### config.mk
export PLATFORM = sky130hd
export DESIGN_NAME = regfile_access_sequencer
export DESIGN_NICKNAME = d
export VERILOG_FILES = /design/src/rtl/regfile_access_sequencer_pkg.sv /design/src/rtl/regfile_access_sequencer_wait_timer.sv /design/src/rtl/regfile_access_sequencer.sv
export SDC_FILE = /design/constraint.sdc
export NUM_CORES = 1
export LEC_CHECK = 0
export CORE_MARGIN = 3
export CORE_UTILIZATION = 40
export DETAILED_ROUTE_END_ITERATION = 8
export PLACE_DENSITY = 0.8
export REMOVE_ABC_BUFFERS = 1
export SYNTH_ARGS = -nofsm -noshare
export SYNTH_HDL_FRONTEND = slang
export SYNTH_SLANG_ARGS = --single-unit
### constraint.sdc
create_clock -name CLK -period 2.1 [get_ports CLK]
set_input_delay 0.525 -clock CLK [delete_from_list [all_inputs] [get_ports CLK]]
set_output_delay 0.525 -clock CLK [all_outputs]
set_load 0.02 [all_outputs]
### src/rtl/regfile_access_sequencer_pkg.sv
// Shared types and default sizes for the register-file access sequencer.
package regfile_access_sequencer_pkg;

  localparam int unsigned AW_DEF      = 5;
  localparam int unsigned DW_DEF      = 32;
  localparam int unsigned TIMEOUT_DEF = 16;

  typedef enum logic [2:0] {
    S_IDLE     = 3'd0,
    S_READ     = 3'd1,
    S_ISSUE    = 3'd2,
    S_WAIT_RES = 3'd3,
    S_WRITE    = 3'd4
  } state_e;

endpackage

### src/rtl/regfile_access_sequencer_wait_timer.sv
// Result-wait timer: counts cycles spent waiting for a result and flags the
// last permitted cycle. TIMEOUT = 0 disables expiry entirely.
module regfile_access_sequencer_wait_timer
  import regfile_access_sequencer_pkg::*;
#(
  parameter int unsigned TIMEOUT = TIMEOUT_DEF
) (
  input  logic clk,
  input  logic reset,
  input  logic clr,
  input  logic inc,
  output logic expire
);

  localparam int unsigned CW = (TIMEOUT > 1) ? $clog2(TIMEOUT) : 1;
  localparam logic [CW-1:0] LAST = CW'(TIMEOUT - 1);

  logic [CW-1:0] count_q;
  logic [CW-1:0] count_d;

  // Next count: clear has priority, otherwise advance on each counted cycle.
  always_comb begin
    count_d = count_q;
    if (clr) begin
      count_d = '0;
    end else if (inc) begin
      count_d = count_q + 1'b1;
    end
  end

  // Count register with synchronous reset.
  always_ff @(posedge clk) begin
    if (reset) begin
      count_q <= '0;
    end else begin
      count_q <= count_d;
    end
  end

  assign expire = (TIMEOUT != 0) && (count_q == LAST);

endmodule

### src/rtl/regfile_access_sequencer.sv
// Register-file access sequencer: reads two sources, hands operands to the
// execute stage, optionally waits for the result and commits it to the file.
//
// state      | meaning
// -----------+-----------------------------------------------------------
// S_IDLE     | ready for a new request
// S_READ     | A1/A2 driven, RD1/RD2 captured at end of cycle
// S_ISSUE    | operands offered downstream until accepted
// S_WAIT_RES | waiting for the result, bounded by the wait timer
// S_WRITE    | result written through A3/WD3/WE3
module regfile_access_sequencer
  import regfile_access_sequencer_pkg::*;
#(
  parameter int unsigned AW      = AW_DEF,
  parameter int unsigned DW      = DW_DEF,
  parameter int unsigned TIMEOUT = TIMEOUT_DEF
) (
  input  logic          CLK,
  input  logic          RESET,
  input  logic          REQ_VALID,
  output logic          REQ_READY,
  input  logic [AW-1:0] REQ_SRC1,
  input  logic [AW-1:0] REQ_SRC2,
  input  logic [AW-1:0] REQ_DST,
  input  logic          REQ_WB,
  output logic          OPS_VALID,
  input  logic          OPS_READY,
  output logic [DW-1:0] OPS_A,
  output logic [DW-1:0] OPS_B,
  input  logic          RES_VALID,
  output logic          RES_READY,
  input  logic [DW-1:0] RES_DATA,
  output logic [AW-1:0] A1,
  output logic [AW-1:0] A2,
  output logic [AW-1:0] A3,
  input  logic [DW-1:0] RD1,
  input  logic [DW-1:0] RD2,
  output logic          WE3,
  output logic [DW-1:0] WD3,
  output logic          BUSY,
  output logic          TIMEOUT_ERR
);

  state_e        state_q, state_d;
  logic [AW-1:0] src1_q, src1_d;
  logic [AW-1:0] src2_q, src2_d;
  logic [AW-1:0] dst_q, dst_d;
  logic          wb_q, wb_d;
  logic [DW-1:0] ops_a_q, ops_a_d;
  logic [DW-1:0] ops_b_q, ops_b_d;
  logic [DW-1:0] res_q, res_d;
  logic          timeout_err_q, timeout_err_d;
  logic          timer_clr;
  logic          timer_inc;
  logic          timer_expire;

  regfile_access_sequencer_wait_timer #(
    .TIMEOUT (TIMEOUT)
  ) u_wait_timer (
    .clk    (CLK),
    .reset  (RESET),
    .clr    (timer_clr),
    .inc    (timer_inc),
    .expire (timer_expire)
  );

  // Next-state, latch updates and per-state outputs.
  always_comb begin
    state_d       = state_q;
    src1_d        = src1_q;
    src2_d        = src2_q;
    dst_d         = dst_q;
    wb_d          = wb_q;
    ops_a_d       = ops_a_q;
    ops_b_d       = ops_b_q;
    res_d         = res_q;
    timeout_err_d = 1'b0;
    REQ_READY     = 1'b0;
    OPS_VALID     = 1'b0;
    RES_READY     = 1'b0;
    A1            = '0;
    A2            = '0;
    A3            = '0;
    WD3           = '0;
    WE3           = 1'b0;
    // Timer runs only inside S_WAIT_RES, so it always enters at zero.
    timer_clr     = (state_q != S_WAIT_RES);
    timer_inc     = (state_q == S_WAIT_RES) && !RES_VALID;

    case (state_q)
      S_IDLE: begin
        REQ_READY = 1'b1;
        if (REQ_VALID) begin
          src1_d  = REQ_SRC1;
          src2_d  = REQ_SRC2;
          dst_d   = REQ_DST;
          wb_d    = REQ_WB;
          state_d = S_READ;
        end
      end
      S_READ: begin
        A1      = src1_q;
        A2      = src2_q;
        ops_a_d = RD1;
        ops_b_d = RD2;
        state_d = S_ISSUE;
      end
      S_ISSUE: begin
        OPS_VALID = 1'b1;
        if (OPS_READY) begin
          state_d = wb_q ? S_WAIT_RES : S_IDLE;
        end
      end
      S_WAIT_RES: begin
        RES_READY = 1'b1;
        // A result arriving on the last permitted cycle still wins.
        if (RES_VALID) begin
          res_d   = RES_DATA;
          state_d = S_WRITE;
        end else if (timer_expire) begin
          timeout_err_d = 1'b1;
          state_d       = S_IDLE;
        end
      end
      S_WRITE: begin
        A3  = dst_q;
        WD3 = res_q;
        // The register file has no reset, so a reset here must block the commit.
        WE3 = ~RESET;
        state_d = S_IDLE;
      end
      default: begin
        state_d = S_IDLE;
      end
    endcase
  end

  // State and datapath registers with synchronous reset.
  always_ff @(posedge CLK) begin
    if (RESET) begin
      state_q       <= S_IDLE;
      src1_q        <= '0;
      src2_q        <= '0;
      dst_q         <= '0;
      wb_q          <= 1'b0;
      ops_a_q       <= '0;
      ops_b_q       <= '0;
      res_q         <= '0;
      timeout_err_q <= 1'b0;
    end else begin
      state_q       <= state_d;
      src1_q        <= src1_d;
      src2_q        <= src2_d;
      dst_q         <= dst_d;
      wb_q          <= wb_d;
      ops_a_q       <= ops_a_d;
      ops_b_q       <= ops_b_d;
      res_q         <= res_d;
      timeout_err_q <= timeout_err_d;
    end
  end

  assign OPS_A       = ops_a_q;
  assign OPS_B       = ops_b_q;
  assign BUSY        = (state_q != S_IDLE);
  assign TIMEOUT_ERR = timeout_err_q;

endmodule

# Word level (Yosys, flattened, before mapping)
# Index checks and enable logic that the tools add are counted.
# W data, S select, Z words.
# totals
inputBits,117
output_inout_bits,117
regBits,120
# classes
n_mux,15
n_reduce_logical,9
bitwise,2
eq_ne,9
addsub,1
# ops
cell,count
$mux W32,1
$mux W5,3
$mux W3,4
$pmux W3 S4,1
$eq A3 B2 Y1 const B,2
$mux W1,5
$add A4 B1 Y4 const B,1
$eq A4 B4 Y1 const B,1
$ne A2 B2 Y1 const B,2
$reduce_and A2 Y1,2
$eq A3 B1 Y1 const B,1
$eq A3 B3 Y1 const B,1
$logic_not A3 Y1,1
$ne A3 B2 Y1 const B,1
$ne A3 B3 Y1 const B,1
$reduce_and A3 Y1,1
$reduce_bool A3 Y1,1
$reduce_or A3 Y1,1
$mux W2,1
$not A1 Y1,2
$reduce_or A2 Y1,1
$logic_and A1 B1 Y1,1
$logic_not A1 Y1,1

# Logic depth before layout (Yosys ltp)
# Gate-level depths: netlist of run 1.
# depth
depth_word,4
mapped_depth,6
ltp_nobuf,4

# Modules after synthesis
# Synthesis of run 1 repeated with hierarchy kept, for this count alone.
# unflattened
hier_cells,588
hier_area_um2,4677.0
# by_module_without_submodules
module,cells_per_inst,n_inst,area_each_um2,seq_area_each_um2
regfile_access_sequencer,570,1,4493.1,2322.2
regfile_access_sequencer_wait_timer,18,1,183.9,80.1

# Least setup slack after synthesis of run 1
# Ideal clock, no wire load.
# synth_timing
path_type,register -> output
start,register state_q[2]
end,output A3[0]
path_slack_ns,0.272
path_stages_with_launch,6
arrival_ns,1.303
required_time_ns,1.575
path_cell_list,dfxtp_1 -> buf_4 -> nor3b_2 -> buf_2 -> clkbuf_2 -> and2_1
# synth_via
elab_chain_len,2
# synth_rtl
item,line,source
start: declaration,regfile_access_sequencer.sv:44,"state_e state_q, state_d;"
start signal: assignment,regfile_access_sequencer.sv:151,state_q <= state_d;
$eq A3 B3 Y1,regfile_access_sequencer.sv:90,case (state_q)
$mux W5,regfile_access_sequencer.sv:90,
end: declaration,regfile_access_sequencer.sv:35,"output logic [AW-1:0] A3,"
# No other way between the ends.

# Worst setup path in the final report of run 1
# layout_timing
start,register state_q[0]
end,output WD3[6]
# layout_via
elab_chain_len,2
# layout_rtl
item,line,source
$eq A3 B3 Y1,regfile_access_sequencer.sv:90,
$mux W32,regfile_access_sequencer.sv:90,
end: declaration,regfile_access_sequencer.sv:39,"output logic [DW-1:0] WD3,"
# No other way between the ends.

==> results of run 1 <==
-- through the flow --
step / power [mW] / cell area (um2) / TNS, ns / hold slack, ns / std cells
2_1_floorplan: 3.080 / 4420 / -75.95 / 0.4257 / 547
3_3_place_gp: 3.762 / 7117 / -0.05596 / 0.4381 / 938
3_5_place_dp: 3.798 / 7117 / -1.218 / 0.4421 / 938
4_1_cts: 6.370 / 7596 / -0.3135 / 0.4493 / 979
5_1_grt: 6.583 / 7856 / -1.553 / 0.4711 / 980
6_report: 6.315 / 7856 / 0 / 0.4518 / 980
-- cells by family (layout without fill, tap and decap cells) --
group	Yosys count	after routing	share of synthesized area (%)
buffers and inverters	48	296	5.065
and+or+nand+nor	300	300	29.20
adders and majority gates	1	1	0.2694
AOI/OAI and AO/OA	120	120	13.12
DFF	120	120	51.72
xor gates and xnor gates	1	1	0.1886
muxes	2	2	0.4311
-- what timing repair did --
item                       CTS  global route
setup buffers                7             2
gates cloned                 3             1
setup endpoints to repair   52            51
pin swaps                    1            20
resized for setup          248            97
-- report_power, final --
group / switching, mW / total [mW] / internal (mW)
Sequential: 0.0890 / 2.53 / 2.44
Combinational: 0.644 / 1.27 / 0.622
Clock: 0.987 / 2.52 / 1.53
Total: 1.72 / 6.32 / 4.60
-- registers in the layout, indices dropped and copies added (netlist names) --
name and cells:
res_q 32, u_wait_timer.count_q 4, state_q 3, dst_q 5, OPS_A 32, src1_q 5, TIMEOUT_ERR 1, src2_q 5
wb_q 1, OPS_B 32
-- synthesized netlist by cell type, drive strengths merged, types with 2 or more instances --
cell type	n	area [um2]
a21oi	114	570.6
nor3	3	15.01
nand2	224	840.8
mux2i	2	20.02
nand3	2	10.01
o21ai	3	15.01
buf	29	161.4
or4b	2	23.77
nor2	4	15.01
or3	3	18.77
nor3b	3	32.53
and2	47	294.0
inv	3	11.26
nor2b	3	18.77
clkbuf	16	62.56
dfxtp	120	2402
nand2b	2	12.51
-- metal layers --
metal,wire (um),vias to the layer above
met4,499,0
met2,7812,183
met1,5875,2212
met5,0,-
li1,-,2376
met3,1165,43
-- critical path, cell delays in order, from the launching register on --
cell                      delay [ns]
sky130_fd_sc_hd__dfxtp_2        0.34
sky130_fd_sc_hd__nor3b_4        0.23
sky130_fd_sc_hd__buf_6          0.17
sky130_fd_sc_hd__buf_8          0.13
sky130_fd_sc_hd__and2_1         0.15
sky130_fd_sc_hd__buf_6          0.12
-- final cells by class --
cell class / count / area (um2)
fill: 873 / 3222
timing repair buffer: 262 / 2648
sequential: 120 / 2411
multi-input combinational: 424 / 2097
clock buffer: 20 / 456.7
tap: 140 / 175.2
clock inverter: 11 / 57.56
inverter: 3 / 11.26
-- path summary, 6_finish.rpt --
| path | start | to | slack (ns) | depth (start not counted) |
|---|---|---|---|---|
| worst min-delay path | OPS_A[28] | OPS_A[28] | 0.45 | 2 |
| worst max-delay path | state_q[0] | WD3[6] | 0.02 | 5 |
| worst min register to register | OPS_A[28] | OPS_A[28] | 0.45 | 2 |
| worst max register to register | state_q[2] | OPS_A[12] | 0.25 | 6 |
==> flow_summary.rst, run 1 <==
.. list-table::
   :header-rows: 1

   * - Metric
     - Value
   * - Total Routed Length
     - 15.35 mm
   * - Core area
     - 0.01108 mm2
   * - Layout cells sized above 1
     - 18.10%
   * - Post-DRT Antenna Nets
     - 0
   * - Maxcap violations
     - 0
   * - Setup WS post-layout
     - 0.01846 ns
   * - DR vias/cell
     - 4.912
   * - Leakage power summed over all cells
     - 2.999 nW
   * - Met3 layer usage reported by global route
     - 7.692%
   * - Required time of the worst setup path
     - 1.57 ns
   * - Maximum vdd drop
     - 0.6348 mV
   * - Syn. warnings
     - 0
   * - Count of clock tree sinks
     - 120
   * - Arrival time at the worst endpoint
     - 1.56 ns
   * - Die Ht
     - 113.8 um
   * - Total gr overflow
     - 0
   * - Deepest level of the CTS H-tree
     - 4
   * - Global-route usage over all layers
     - 23.41%
   * - Die width
     - 113.8 um
   * - Hold Crit Class
     - reg -> reg
   * - Syn avg cell area
     - 7.845 um2
   * - Most common library cell in the layout ignoring fill and taps
     - sky130_fd_sc_hd__nand2_1
   * - Met1 Track Usage GR
     - 26.17%
   * - Number of antenna diodes
     - 0
   * - Number of buffers on the longest clock path
     - 2
   * - Clk pin slew, worst setup/hold paths
     - 0.05 ns
   * - Clock tree from TritonCTS
     - done
   * - Pre-CTS setup slack
     - -0.08681 ns
   * - Number of design-rule violations left by the first detailed-router iteration
     - 298
   * - Buffers added on ports
     - 233
   * - Post-detailed-route DRC marker count
     - 0
   * - Sequential-to-total area share from yosys stat
     - 51.72%
   * - Antenna violations before repair
     - 0
   * - Area added between synthesis and finish
     - 69.15%
   * - Ratio of final minimum period to clock period
     - 99.12%
   * - RSZ-0062 raised after global routing
     - true
   * - Ys async rst share
     - 0%
   * - Total Die Area
     - 0.01294 mm2
   * - Power density over cell area
     - 803.9 mW/mm2
   * - Netlist cell types
     - 35
   * - Final setup violation count
     - 0
   * - Startpoint kind of the worst setup timing path
     - flop
   * - Hpwl dp
     - 10.44 mm
   * - Pin count of the biggest net entering global routing
     - 119
   * - Cell count after synthesis
     - 592
   * - Clock tree skew after final layout
     - 0.004202 ns
   * - Kind of critical path
     - reg -> out
   * - GRT Max-Usage Layer
     - met2
   * - Flip-flop cell with the highest count after synthesis
     - sky130_fd_sc_hd__dfxtp_1
   * - Routed WL per cell
     - 15.67 um
   * - Post-route core utilization
     - 70.92%
   * - Final Hold Viols
     - 0
   * - Status
     - completed
   * - Total I/O pin count
     - 234
   * - Number of enable-type register cells in the synthesized netlist
     - 0
   * - Time the worst path needs with I/O delays and setup
     - 2.082 ns
   * - Maximum fanout along the worst path
     - 11
   * - Hold-fix buffers at CTS
     - 0
   * - FF+latch count, synth
     - 120
   * - Fin. max-slew vios
     - 0
   * - Met2 capacity usage during global routing
     - 40.20%
   * - Number of rows in the core area
     - 38
   * - Starting density of the core
     - 41.92%
   * - Fin nets
     - 946
   * - Wire length of the first global-routing pass
     - 23.69 mm
   * - Synthesized cell area
     - 0.004644 mm2
   * - Via Count
     - 4814
   * - Clock latency reported for the late side of the worst-skew pair
     - 0.41 ns
   * - Top achievable clock speed
     - 480.4 MHz
   * - Root Driver
     - sky130_fd_sc_hd__clkbuf_16
   * - Measured slew at the worst slew-check pin
     - 0.5208 ns
   * - Sort of element at the end of the critical path
     - output pin
   * - Via count of the first global-routing pass
     - 4765
   * - Number of buffers created by CTS
     - 17
   * - Final RePlAce weighted congestion
     - 0.8237
   * - Most frequent cells in the layout
     - sky130_fd_sc_hd__nand2_1 (224), sky130_fd_sc_hd__clkdlybuf4s50_1 (180), sky130_fd_sc_hd__dfxtp_1 (117)
   * - Rel. slew slack
     - 65.28%
   * - Number of detailed-routing iterations run before antenna repair
     - 5
(Power assumes the default switching activity.)
==> run 2, diff against run 1 <==
CORE_MARGIN = 8   (was 3)
GPL_TIMING_DRIVEN = 0   (was default)
==> run 2 against run 1 <==
Effect of this change:
- the flow now finishes with violations (negative setup slack)
- die area up 18%
- largest cell class unchanged
- cell count rose by 0.71%
- largest power group is now clock
- hold slack worse by 0.0036 ns
- global-route usage decreased by 2.3 points
- maximum frequency shrank 6.0%
- worst setup slack got worse by 0.13 ns
- power grew 3.8%
- flip-flop and latch count unchanged
- non-clock buffer count rose by 5
- sequential power barely moved
==> flow_summary.rst, run 2 (synthesized netlist as in run 1, its figures left out) <==
.. list-table::
   :header-rows: 1

   * - Metric
     - Value
   * - Critical path's slowest cell
     - sky130_fd_sc_hd__dfxtp_4
   * - Wire length of the first global-routing pass
     - 24.91 mm
   * - Hpwl dp
     - 11.29 mm
   * - Number of standard cells in the final layout excluding fillers
     - 987
   * - Startpoint of the lowest-slack hold path
     - res_q[24]
   * - Die Ht
     - 123.8 um
   * - Via Count
     - 4980
   * - Clk pin slew, worst setup/hold paths
     - 0.05 ns
   * - Post-DRT Antenna Nets
     - 0
   * - Sort of element at the end of the critical path
     - output pin
   * - Rel. slew slack
     - 42.36%
   * - Crit path largest cell delay
     - 0.35 ns
   * - Maximum fanout along the worst path
     - 5
   * - Number of antenna diodes
     - 0
   * - Final Hold Viols
     - 0
   * - RSZ-0062 raised after global routing
     - true
   * - Number of buffers created by CTS
     - 17
   * - Post-detailed-route DRC marker count
     - 0
   * - Layout cells sized above 1
     - 18.48%
   * - Maximum vdd drop
     - 0.6566 mV
   * - Fin nets
     - 952
   * - Most common library cell in the layout ignoring fill and taps
     - sky130_fd_sc_hd__nand2_1
   * - Crit path buffers/inverters
     - 5
   * - Sequence of cells on the critical path
     - buf_12 -> nor3b_4 -> buf_6 -> buf_6 -> buf_6 -> and2_4 -> buf_6
   * - Number of rows in the core area
     - 39
   * - Total Die Area
     - 0.01532 mm2
   * - Buffers added on ports
     - 233
   * - Die width
     - 123.8 um
   * - Via count of the first global-routing pass
     - 4817
   * - Top achievable clock speed
     - 451.8 MHz
   * - Hold Crit Class
     - reg -> reg
   * - Post-detailed-placement cell area
     - 0.007074 mm2
   * - Power consumption
     - 6.557 mW
   * - Clock latency reported for the late side of the worst-skew pair
     - 0.41 ns
   * - Deepest level of the CTS H-tree
     - 4
   * - Time the worst path needs with I/O delays and setup
     - 2.213 ns
   * - Status
     - finished, violations left
   * - Fin. max-slew vios
     - 0
   * - Pin count of the biggest net entering global routing
     - 88
   * - Total Routed Length
     - 17.06 mm
   * - Required time of the worst setup path
     - 1.57 ns
   * - Violations in the final reports
     - negative setup slack
   * - Area added between synthesis and finish
     - 74.00%
   * - Kind of critical path
     - reg -> out
   * - Critical Path Source
     - state_q[0]
   * - Arrival time at the worst endpoint
     - 1.69 ns
   * - CP delay by family, top
     - buffers and inverters
   * - Number of fill cells
     - 869
   * - DR vias/cell
     - 5.046
   * - Launch instance of the worst register-to-register path
     - state_q[2]
   * - Number of buffers on the longest clock path
     - 2
   * - Total I/O pin count
     - 234
   * - Total placed cells including tap cells
     - 929
   * - Root Driver
     - sky130_fd_sc_hd__clkbuf_16
   * - Worst Hold Slack
     - 0.4482 ns
   * - Number of design-rule violations left by the first detailed-router iteration
     - 317
   * - Antenna violations before repair
     - 0
   * - Most frequent cells in the layout
     - sky130_fd_sc_hd__nand2_1 (224), sky130_fd_sc_hd__clkdlybuf4s50_1 (180), sky130_fd_sc_hd__dfxtp_1 (117)
   * - Number of detailed-routing iterations run before antenna repair
     - 4
   * - Final design area excluding fillers
     - 0.008082 mm2
   * - Leakage power summed over all cells
     - 3.089 nW
   * - Core area
     - 0.01137 mm2
   * - Final setup violation count
     - 40
   * - Count of clock tree sinks
     - 120
   * - Power density over cell area
     - 811.3 mW/mm2
   * - Maxcap violations
     - 0
   * - Global-route usage over all layers
     - 21.13%
   * - Pre-CTS setup slack
     - -0.7650 ns
   * - Post-route setup TNS
     - -3.069 ns
   * - Startpoint kind of the worst setup timing path
     - flop
   * - Setup WS post-layout
     - -0.1132 ns
   * - Total gr overflow
     - 0
   * - Post-route core utilization
     - 71.08%
   * - Routed WL per cell
     - 17.28 um
   * - Clock tree from TritonCTS
     - done
   * - Measured slew at the worst slew-check pin
     - 0.8610 ns
   * - Most common cell type on the critical path
     - sky130_fd_sc_hd__buf_6
   * - Final RePlAce weighted congestion
     - 0.7787
   * - Hold-fix buffers at CTS
     - 0
   * - Clock tree skew after final layout
     - 0.004869 ns
   * - Ratio of final minimum period to clock period
     - 105.4%
   * - Starting density of the core
     - 40.85%
run 2: cell types whose count changed in the layout (fill, tap and decap cells not counted), moves of 4 or more:
cell	previous run	this run
sky130_fd_sc_hd__clkbuf_8	2	6
sky130_fd_sc_hd__buf_4	25	20
sky130_fd_sc_hd__and2_4	28	34
sky130_fd_sc_hd__buf_6	46	53
sky130_fd_sc_hd__clkinv_2	10	3
sky130_fd_sc_hd__buf_16	0	4
sky130_fd_sc_hd__and2_1	19	13
run 2: metal layers:
metal	GRT usage, %	up-vias	wire length (um)
met1	21.85	2320	6161
li1	-	2396	-
met2	36.64	216	8674
met4	12.72	0	714
met5	0	-	0
met3	7.026	48	1505
run 2: final timing paths:
check | slack (ns) | depth (start not counted) | endpoint
worst max-delay path | -0.11 | 7 | A3[3]
worst min-delay path | 0.45 | 2 | res_q[24]
worst max register to register | 0.13 | 5 | res_q[10]
worst min register to register | 0.45 | 2 | res_q[24]
run 2: area by class of cell:
| class | count | area (um2) | share of cell area [%] |
|---|---|---|---|
| multi-input combinational | 425 | 2122 | 26.26 |
| tap | 143 | 178.9 | 2.214 |
| timing repair buffer | 267 | 2821 | 34.91 |
| inverter | 3 | 11.26 | 0.1393 |
| clock inverter | 3 | 15.01 | 0.1858 |
| sequential | 120 | 2414 | 29.87 |
| clock buffer | 26 | 519.2 | 6.425 |
run 2: report_power, final:
part / switching [mW] / internal (mW) / total, mW
Clock: 0.954 / 1.67 / 2.62
Sequential: 0.0905 / 2.44 / 2.53
Combinational: 0.676 / 0.728 / 1.40
run 2: worst min-delay path, cell delays in order, from the launching register on:
cell and delay, ns:
sky130_fd_sc_hd__dfxtp_1 0.30, sky130_fd_sc_hd__nand2_1 0.05, sky130_fd_sc_hd__a21oi_1 0.05
run 2: repair_timing:
action | 4_1_cts | 5_1_grt
hold endpoints to repair | 0 | 0
gates resized for setup | 292 | 58
setup endpoints to repair | 85 | 80
pin swaps | 3 | 12
cloned | 6 | 1
buffers inserted | 17 | 7
==> run 3, diff against run 2 <==
RECOVER_POWER = 50   (was default)
SLEW_MARGIN = 10   (was default)
==> run 3 against run 2 <==
Effect of this change:
- the flow still finishes with violations (negative setup slack)
- largest cell class unchanged
- register-to-register slack gained 0.11 ns
- via count shrank 1.9%
- power down 2.7%
- clock skew rose by 0.0018 ns
- largest power group unchanged
- core utilization decreased by 1.7 points
- first-iteration DRC count is 3.2% higher
- sequential share of layout area is 0.74 points higher
==> flow_summary.rst, run 3 (synthesized netlist as in run 1, its figures left out) <==
.. list-table::
   :header-rows: 1

   * - Metric
     - Value
   * - Status
     - finished, violations left
   * - Violations in the final reports
     - negative setup slack
   * - Deepest level of the CTS H-tree
     - 4
   * - Number of buffers created by CTS
     - 17
   * - Die width
     - 123.8 um
   * - Starting density of the core
     - 40.85%
   * - Number of design-rule violations left by the first detailed-router iteration
     - 327
   * - Most frequent cells in the layout
     - sky130_fd_sc_hd__nand2_1 (224), sky130_fd_sc_hd__clkdlybuf4s50_1 (179), sky130_fd_sc_hd__dfxtp_1 (117)
   * - Pin count of the biggest net entering global routing
     - 88
   * - Number of detailed-routing iterations run before antenna repair
     - 5
   * - Rel. slew slack
     - 43.17%
   * - Setup WS post-layout
     - -0.06348 ns
   * - Total Die Area
     - 0.01532 mm2
   * - Clock tree skew after final layout
     - 0.006704 ns
   * - Time the worst path needs with I/O delays and setup
     - 2.163 ns
   * - Fin. max-slew vios
     - 0
   * - Buffers added on ports
     - 233
   * - Power density over cell area
     - 808.8 mW/mm2
   * - Number of rows in the core area
     - 39
   * - Area added between synthesis and finish
     - 69.77%
   * - Antenna violations before repair
     - 0
   * - DR vias/cell
     - 4.957
   * - Number of antenna diodes
     - 0
   * - Post-detailed-route DRC marker count
     - 0
   * - Wire length of the first global-routing pass
     - 23.95 mm
   * - Root Driver
     - sky130_fd_sc_hd__clkbuf_16
   * - RSZ-0062 raised after global routing
     - true
   * - Global-route usage over all layers
     - 20.11%
   * - Post-route setup TNS
     - -0.9448 ns
   * - Startpoint kind of the worst setup timing path
     - flop
   * - Number of fill cells
     - 910
   * - Required time of the worst setup path
     - 1.57 ns
   * - Final setup violation count
     - 28
   * - Total gr overflow
     - 0
   * - Sort of element at the end of the critical path
     - output pin
   * - Hold-fix buffers at CTS
     - 0
   * - Power consumption
     - 6.377 mW
   * - Hold Crit Class
     - reg -> reg
   * - Total I/O pin count
     - 234
   * - Clock tree from TritonCTS
     - done
   * - Via count of the first global-routing pass
     - 4824
   * - Top achievable clock speed
     - 462.2 MHz
   * - Pre-CTS setup slack
     - -0.9929 ns
   * - Measured slew at the worst slew-check pin
     - 0.8488 ns
   * - Fin nets
     - 948
   * - Ratio of final minimum period to clock period
     - 103.0%
   * - Total Routed Length
     - 16.41 mm
   * - Post-DRT Antenna Nets
     - 0
   * - Worst-case register-to-register setup slack
     - 0.24 ns
   * - Die Ht
     - 123.8 um
   * - Clock latency reported for the late side of the worst-skew pair
     - 0.41 ns
   * - Maximum vdd drop
     - 0.5633 mV
   * - Via Count
     - 4883
   * - Layout cells sized above 1
     - 16.75%
   * - Clk pin slew, worst setup/hold paths
     - 0.05 ns
   * - Maximum fanout along the worst path
     - 7
   * - Routed WL per cell
     - 16.66 um
   * - Final RePlAce weighted congestion
     - 0.7787
   * - Leakage power summed over all cells
     - 3.004 nW
   * - Hpwl dp
     - 11.21 mm
   * - Kind of critical path
     - reg -> out
   * - Core area
     - 0.01137 mm2
   * - Count of clock tree sinks
     - 120
   * - Number of buffers on the longest clock path
     - 2
   * - Arrival time at the worst endpoint
     - 1.64 ns
   * - Final Hold Viols
     - 0
   * - Maxcap violations
     - 0
   * - Most common library cell in the layout ignoring fill and taps
     - sky130_fd_sc_hd__nand2_1
   * - Post-route core utilization
     - 69.35%
## run 3: cell types whose count changed in the layout (fill, tap and decap cells not counted), sizes merged
cell	before	now
dlygate4sd3	0	1
clkdlybuf4s50	180	179
bufbuf	2	0
clkbuf	26	30
nand4b	2	1
buf	82	80
dlygate4sd2	2	1
## run 3: area by class of cell
cell class / instances / area [um2] / share of cell area (%)
multi-input cells: 424 / 2082 / 26.40
flip-flops and latches: 120 / 2414 / 30.61
well taps: 143 / 178.9 / 2.269
inverters: 3 / 11.26 / 0.1428
clock buffers: 28 / 506.7 / 6.427
repair buffers: 264 / 2678 / 33.96
clock inverters: 3 / 15.01 / 0.1904
## run 3: power breakdown
| part | total (mW) | internal [mW] | switching, mW |
|---|---|---|---|
| Sequential | 2.53 | 2.44 | 0.0924 |
| Combinational | 1.28 | 0.638 | 0.645 |
| Clock | 2.56 | 1.62 | 0.943 |
## run 3: stage by stage
step / hold WS, ns / instances / instance area, um2
finish: 0.4504 / 985 / 7885
global route: 0.4696 / 985 / 7885
global placement: 0.4371 / 923 / 6932
detailed placement: 0.4441 / 929 / 7059
CTS: 0.4509 / 981 / 7836
floorplan: 0.4257 / 547 / 4420
## run 3: what timing repair did
item | CTS | global route
buffers inserted | 19 | 8
pin swaps | 12 | 3
cloned | 2 | 1
endpoints found under the setup margin | 107 | 79
resized for setup | 294 | 44
## run 3: worst paths after layout
kind,from,to,cells after the start
setup / recovery,state_q[2],A3[1],5
hold / removal,res_q[14],res_q[14],2
hold reg to reg,res_q[14],res_q[14],2
setup reg to reg,state_q[2],dst_q[3],5
## run 3: metal layers
layer,part of all wire [%],vias up,wire length (um),track usage (%)
li1,-,2385,-,-
met1,36,2254,5987,20.67
met5,0,-,0,0
met4,3.9,0,642,11.74
met2,51,202,8329,35.09
met3,8.8,42,1449,6.800
## run 3: critical path, stage by stage (launching register included)
cell                       delay, ns
sky130_fd_sc_hd__dfxtp_4        0.39
sky130_fd_sc_hd__nor3b_4        0.22
sky130_fd_sc_hd__buf_6          0.15
sky130_fd_sc_hd__clkbuf_4       0.19
sky130_fd_sc_hd__and2_1         0.15
sky130_fd_sc_hd__buf_6          0.12
